$ cat config.mk
export PLATFORM = sky130hd
export DESIGN_NAME = icache_refill_ctrl
export DESIGN_NICKNAME = d
export VERILOG_FILES = /design/src/rtl/icache_refill_ctrl.sv
export SDC_FILE = /design/constraint.sdc
export NUM_CORES = 1
export LEC_CHECK = 0
export CORE_AREA = 2 2 108 110
export DETAILED_ROUTE_END_ITERATION = 8
export DIE_AREA = 0 0 110 112
export PLACE_DENSITY = 0.78
export SYNTH_ARGS = -nofsm -noshare
export SYNTH_HDL_FRONTEND = slang
export SYNTH_SLANG_ARGS = --single-unit
$ cat constraint.sdc
create_clock -name clk -period 1.8 [get_ports clk]
set_input_delay 0.36 -clock clk [delete_from_list [all_inputs] [get_ports clk]]
set_output_delay 0.36 -clock clk [all_outputs]
set_load 0.01 [all_outputs]
$ cat src/rtl/icache_refill_ctrl.sv
// Instruction-cache miss refill controller: fetches a 4-word line beat by beat and writes it to the cache.
// Optional macro REFILL_PERF_CNT_EN adds a saturating completed-refill counter on miss_count.
module icache_refill_ctrl #(
    parameter int ADDR_W = 16,
    parameter int WORD_W = 16
) (
    input  logic                  clk,
    input  logic                  rst,
    input  logic                  fetch_en,
    input  logic [ADDR_W-1:0]     pc,
    input  logic                  hit,
    input  logic                  flush,
    output logic                  mem_req,
    output logic [ADDR_W-1:0]     mem_addr,
    input  logic                  mem_ready,
    input  logic [WORD_W-1:0]     mem_data,
    output logic                  fill_en,
    output logic [ADDR_W-1:0]     fill_addr,
    output logic [4*WORD_W-1:0]   fill_data,
    output logic                  stall,
    output logic [15:0]           miss_count
);

    localparam int WORD_BYTES = WORD_W / 8;
    localparam int LINE_BYTES = 4 * WORD_BYTES;
    localparam logic [ADDR_W-1:0] OFFSET_MASK = ADDR_W'(LINE_BYTES - 1);

    typedef enum logic [1:0] {IDLE, REQ, FILL, SETTLE} state_t;

    state_t              state_reg, state_next;
    logic [1:0]          beat_reg, beat_next;
    logic [ADDR_W-1:0]   base_reg, base_next;
    logic [4*WORD_W-1:0] line_reg;
    logic [4*WORD_W-1:0] captured;
    logic                miss_detect;
    logic                beat_accept;
    logic                last_beat;

    assign miss_detect = fetch_en & ~hit & ~flush;
    // A flush in REQ wins over mem_ready, so the beat returned that cycle is dropped.
    assign beat_accept = (state_reg == REQ) & mem_ready & ~flush;
    assign last_beat   = beat_accept & (beat_reg == 2'd3);

    always_comb begin
        state_next = state_reg;
        beat_next  = beat_reg;
        base_next  = base_reg;
        case (state_reg)
            IDLE: begin
                if (miss_detect) begin
                    base_next  = pc & ~OFFSET_MASK;
                    beat_next  = 2'd0;
                    state_next = REQ;
                end
            end
            REQ: begin
                if (flush) begin
                    state_next = IDLE;
                end else if (mem_ready) begin
                    beat_next = beat_reg + 2'd1;
                    if (beat_reg == 2'd3) begin
                        state_next = FILL;
                    end
                end
            end
            FILL:    state_next = SETTLE;
            SETTLE:  state_next = IDLE;
            default: state_next = IDLE;
        endcase
    end

    always_ff @(posedge clk) begin
        if (rst) begin
            state_reg <= IDLE;
            beat_reg  <= 2'd0;
            base_reg  <= '0;
            line_reg  <= '0;
        end else begin
            state_reg <= state_next;
            beat_reg  <= beat_next;
            base_reg  <= base_next;
            // The line is published only once complete, so fill_data never shows a partial refill.
            if (last_beat) begin
                line_reg <= captured;
            end
        end
    end

    // Words 0..2 are buffered; word 3 is taken straight from the bus on the final beat.
    genvar gi;
    generate
        for (gi = 0; gi < 3; gi++) begin : gen_word
            logic [WORD_W-1:0] word_reg;
            always_ff @(posedge clk) begin
                if (rst) begin
                    word_reg <= '0;
                end else if (beat_accept && (beat_reg == 2'(gi))) begin
                    word_reg <= mem_data;
                end
            end
            assign captured[gi*WORD_W +: WORD_W] = word_reg;
        end
    endgenerate
    assign captured[3*WORD_W +: WORD_W] = mem_data;

    assign mem_req   = (state_reg == REQ);
    assign mem_addr  = base_reg + ADDR_W'(beat_reg) * ADDR_W'(WORD_BYTES);
    assign fill_en   = (state_reg == FILL);
    assign fill_addr = base_reg;
    assign fill_data = line_reg;
    assign stall     = (state_reg != IDLE) | (fetch_en & ~hit);

`ifdef REFILL_PERF_CNT_EN
    logic [15:0] miss_count_reg;

    always_ff @(posedge clk) begin
        if (rst) begin
            miss_count_reg <= 16'h0000;
        end else if (last_beat && (miss_count_reg != 16'hFFFF)) begin
            miss_count_reg <= miss_count_reg + 16'h0001;
        end
    end

    assign miss_count = miss_count_reg;
`else
    assign miss_count = 16'h0000;
`endif

endmodule
# ---- Yosys cells after proc, flatten, opt, wreduce, memory -nomap -nowiden
# Index checks and enable logic that the tools add are counted.
dict set report totals {
  elab_cells 47
  in_bits 38
  register_bits 129
  out_inout_bits 115
}
dict set report op_classes {
  add_sub_neg 2
  bitwise 8
  n_reduce_logical 10
  mux 9
  eq_ne 11
}
# operator n
set ops {}
lappend ops {{$add A16 B3 Y16} 1}
lappend ops {{$mux W2} 7}
lappend ops {{$eq A2 B2 Y1 const B} 4}
lappend ops {{$pmux W2 S4} 1}
lappend ops {{$ne A3 B2 Y1 const B} 2}
lappend ops {{$and A1 B1 Y1} 5}
lappend ops {{$eq A2 B1 Y1 const B} 2}
lappend ops {{$logic_not A2 Y1} 2}
lappend ops {{$ne A2 B2 Y1 const B} 2}
lappend ops {{$pmux W2 S2} 1}
lappend ops {{$reduce_and A4 Y1} 1}
lappend ops {{$reduce_bool A2 Y1} 2}
lappend ops {{$logic_and A1 B1 Y1} 3}
lappend ops {{$reduce_and A3 Y1} 1}
lappend ops {{$add A2 B1 Y2 const B} 1}
lappend ops {{$ne A2 B1 Y1 const B} 1}
lappend ops {{$not A1 Y1} 2}
lappend ops {{$reduce_and A2 Y1} 1}
lappend ops {{$or A1 B1 Y1} 1}

# ---- Depth between registers and ports, before layout
dict set report logic_depth {
  ltp_word 5
  depth_mapped 6
  depth_no_buf 4
}

# ---- Least setup slack after synthesis
# Ideal clock, no wire load.
dict set report synth_timing {
  kind {input -> register}
  from {input port flush}
  to {register line_reg[18] (netlist: fill_data[18])}
  required_ns 1.728
  setup_slack_ns 0.406
  cell_stages 6
  arrival_ns 1.322
  n_path_buf 3
  setup_time_ns 0.072
  cell_sequence {and4bb_1 > buf_6 > and2_4 > buf_8 > buf_12 > mux2i_1}
}
dict set report synth_between {
  elab_chain_cells 3
}
# item line
set synth_rtl {}
lappend synth_rtl {{from (decl)} 12} ;# input logic flush,
lappend synth_rtl {{$not A1 Y1} 41} ;# assign beat_accept = (state_reg == REQ) & mem_ready & ~flush;
lappend synth_rtl {{$and A1 B1 Y1} 41}
lappend synth_rtl {{$and A1 B1 Y1} 42} ;# assign last_beat = beat_accept & (beat_reg == 2'd3);
lappend synth_rtl {{to (signal assigned)} 84} ;# line_reg <= captured;
lappend synth_rtl {{to (decl)} 33} ;# logic [4*WORD_W-1:0] line_reg;
# Every way passes these cells.
# A chain may end at the register's enable or synchronous reset.

# ---- Worst setup path in the final report
dict set report layout_timing {
  from {register beat_reg[1]}
  to {output port mem_addr[2]}
}
dict set report layout_between {
  elab_chain_cells 1
}
# item line
set layout_rtl {}
lappend layout_rtl {{from (decl)} 31} ;# logic [1:0] beat_reg, beat_next;
lappend layout_rtl {{from (signal assigned)} 80} ;# beat_reg <= beat_next;
lappend layout_rtl {{$add A16 B3 Y16} 107} ;# assign mem_addr = base_reg + ADDR_W'(beat_reg) * ADDR_W'(WORD_BYTES);
lappend layout_rtl {{to (decl)} 14} ;# output logic [ADDR_W-1:0] mem_addr,
# Every way passes these cells.

==> impl_metrics.ini <==
[cells_and_area]
fillerInstances = 892
fin_area_um2 = 7190
largest_reg_flops = 64
nets = 682
area_growth_syn_to_layout_pct = 40.9
antenna_cells = 0
final_cells = 795
drive_above_1_share = 0.109

[drt]
wirelength_um = 11600
drt-vias-per-instance = 4.74
via_count = 3771
wire_per_inst_um = 14.6
drt_iter0_drc = 112
firstDrtPassIters = 4
drc = 0
antenna_left = 0

[clock_network]
cts.sinks = 129
numCtsBuffers = 17
clk_latency_ns = 0.40
clk_path_buf_depth = 2
cts_setup_buffers = 0
cts_tree = yes
clockRootBuffer = clkbuf_16
path_clk_slew_ns = 0.06
h-tree-depth = 4

[job]
maxCapViolations = 0

[synth]
syn_avg_cell_area_um2 = 10.1
synth_edf_count = 0
synth.most_common_cell = nand2_1
synth_area_leader_cell = dfxtp_1
syn_area_um2 = 5100
yosys-mux-area-fraction = 0.245
synth_top_area_share = 0.506
synth-xor-area-share = 0
ys_seq_area_frac = 0.506
synth_area_leaders = dfxtp_1, mux2i_1, nand2_1, buf_4, clkbuf_1
synth_cell_types = 31
synth_compound_area_frac = 0.00785
synth_common_cells = nand2_1, dfxtp_1, mux2i_1
synth_fa_ha_area_frac = 0.00981
synth-main-ff-cell = dfxtp_1
ys_ff_latch = 129
yosys_warnings = 0
yosys.area_share.simple = 0.141
syn_inst = 506
async_flop_share = 0
synth_top_family_by_area = multiplexers

[worst_setup_path]
rr_worst_depth = 4
worst_r2r_endpoint = gen_word[0].word_reg[12]$_SDFFE_PP0P_
endpoint_kind = output pin
reg2reg_from = state_reg[0]$_SDFFE_PP0P_
crit_type = register to output pin
critPathArrivalTime_ns = 1.38
cp_slowest_cell = clkdlybuf4s50_1
cp_num_buf_inv = 1
cp.required_ns = 1.44
crit_family = buffers and inverters
max_stage_delay_ns = 0.58
regToRegSetupSlack_ns = 0.29
crit_path_start_kind = register
path_max_fanout = 5
crit_path_cell_trace = clkdlybuf4s50_1

[global_route]
first_global_vias = 3844
grt_max_degree = 34
grt_pass1_wl_um = 18600
grt_overflow = 0
antenna_found_initial = 0
grt_use_total = 0.196

[timing]
hold_viol = 0
maxSlewViolCount = 0
min_period_ns = 1.74
post-route-period-util = 0.967
max_freq_ghz = 0.575
rsz0062_at_grt = false
fin_skew_ns = 0.00810
finalSetupViolCount = 0

[floorplanning]
dieWidth_um = 110
core_area_um2 = 11200
die_h_um = 112
die-area_um2 = 12300
start_util = 0.457
ioPinCount = 153
rows = 39

[min_path]
hold_depth = 2
hp-class = register to register
hold_path_end = fill_data[41]$_SDFFE_PP0P_
hp-start = fill_data[41]$_SDFFE_PP0P_

[outcome]
status = complete, no violations

[power]
p_leak_nw = 3.06
vdd_drop_max_v = 0.000532
p_per_area_nw_per_um2 = 951

[placed_design]
dpl.cell_count = 764
placed_area_um2 = 6560
place.gp.congestion = 0.756
dp_hpwl_um = 8400
port_buffers = 129
[cells by family after synthesis]
group                    count (synthesis)
other                                    1
AO/OA/AOI/OAI                            6
AND/OR/NAND/NOR                        176
buffers and inverters                   65
adder cells (fa/ha/maj)                  4
multiplexers                           125
flip-flops                             129
[tightest hold or removal path, delay by kind of cell, from the launching register on]
| family | cells | cell delay, ns |
|---|---|---|
| DFF | 1 | 0.31 |
| and+or+nand+nor | 1 | 0.05 |
| muxes | 1 | 0.05 |
[where the power goes]
part	leakage [nW]	switching, mW	internal [mW]
sequential	1.04	0.0117	2.87
combinational	1.72	0.166	0.161
clock	0.301	1.30	2.33
[layout by cell type (no fill, tap or decap), drive strengths merged]
master and instances:
dlymetal6s2s 1, dfxtp 129, and4bb 1, clkdlybuf4s50 125, o21ai 1, ha 4, conb 20, clkinv 3
a21oi 2, o21a 1, a221oi 1, nor2 3, nor3b 1, nand3 1, nor2b 4, or2 1
buf 30, nand2 160, mux2i 125, clkbuf 17, and2 3, bufinv 4, or3b 1, inv 8
clkinvlp 2, a32oi 1, or3 1, dlygate4sd2 2
[layer usage]
metal  wire length [µm]  part of all wire  GRT usage  vias to the layer above
met2               6000              0.52      0.336                       87
met4                157             0.014     0.0743                        0
li1                   -                 -          -                     1884
met1               5100              0.44      0.239                     1788
met3                338             0.029     0.0404                       12
met5                  0                 0          0                        -
[stage by stage]
step	TNS (ns)	power [mW]	hold slack [ns]	util	setup WS, ns
6_report	0	6.84	0.456	0.644	0.0601
5_1_grt	0	7.07	0.475	0.644	0.0133
4_1_cts	0	6.89	0.460	0.644	0.000633
3_5_place_dp	-9.79	3.27	0.451	0.587	-0.250
3_3_place_gp	-6.07	3.27	0.446	0.587	-0.251
2_1_floorplan	0	3.13	0.432	-	0.406
[final cells by class]
| type | count | area, µm² | share of cell area |
|---|---|---|---|
| clock buffers | 17 | 425 | 0.0592 |
| inverters | 3 | 13.8 | 0.00191 |
| well taps | 143 | 179 | 0.0249 |
| repair buffers | 158 | 1640 | 0.228 |
| multi-input cells | 331 | 2140 | 0.298 |
| flip-flops and latches | 129 | 2590 | 0.360 |
| clock inverters | 14 | 201 | 0.0280 |
[how the worst max path moves through the flow]
stage                        startpoint                          to  slack, ns  cells past startpoint
2_1_floorplan                     flush  fill_data[18]$_SDFFE_PP0P_       0.41                      6
3_3_place_gp                   fetch_en                       stall      -0.25                      4
6_report       beat_reg[1]$_SDFFE_PP0P_                 mem_addr[2]       0.06                      1
5_1_grt        beat_reg[1]$_SDFFE_PP0P_                 mem_addr[2]       0.01                      1
3_5_place_dp                   fetch_en                       stall      -0.25                      4
4_1_cts                        fetch_en                       stall     0.0006                      4
[repair_timing]
item / CTS / global route
hold buffers: 0 / 0
resized for setup: 10 / 2
setup endpoints to repair: 3 / 2
No activity file was read; power rests on OpenSTA's default activity.
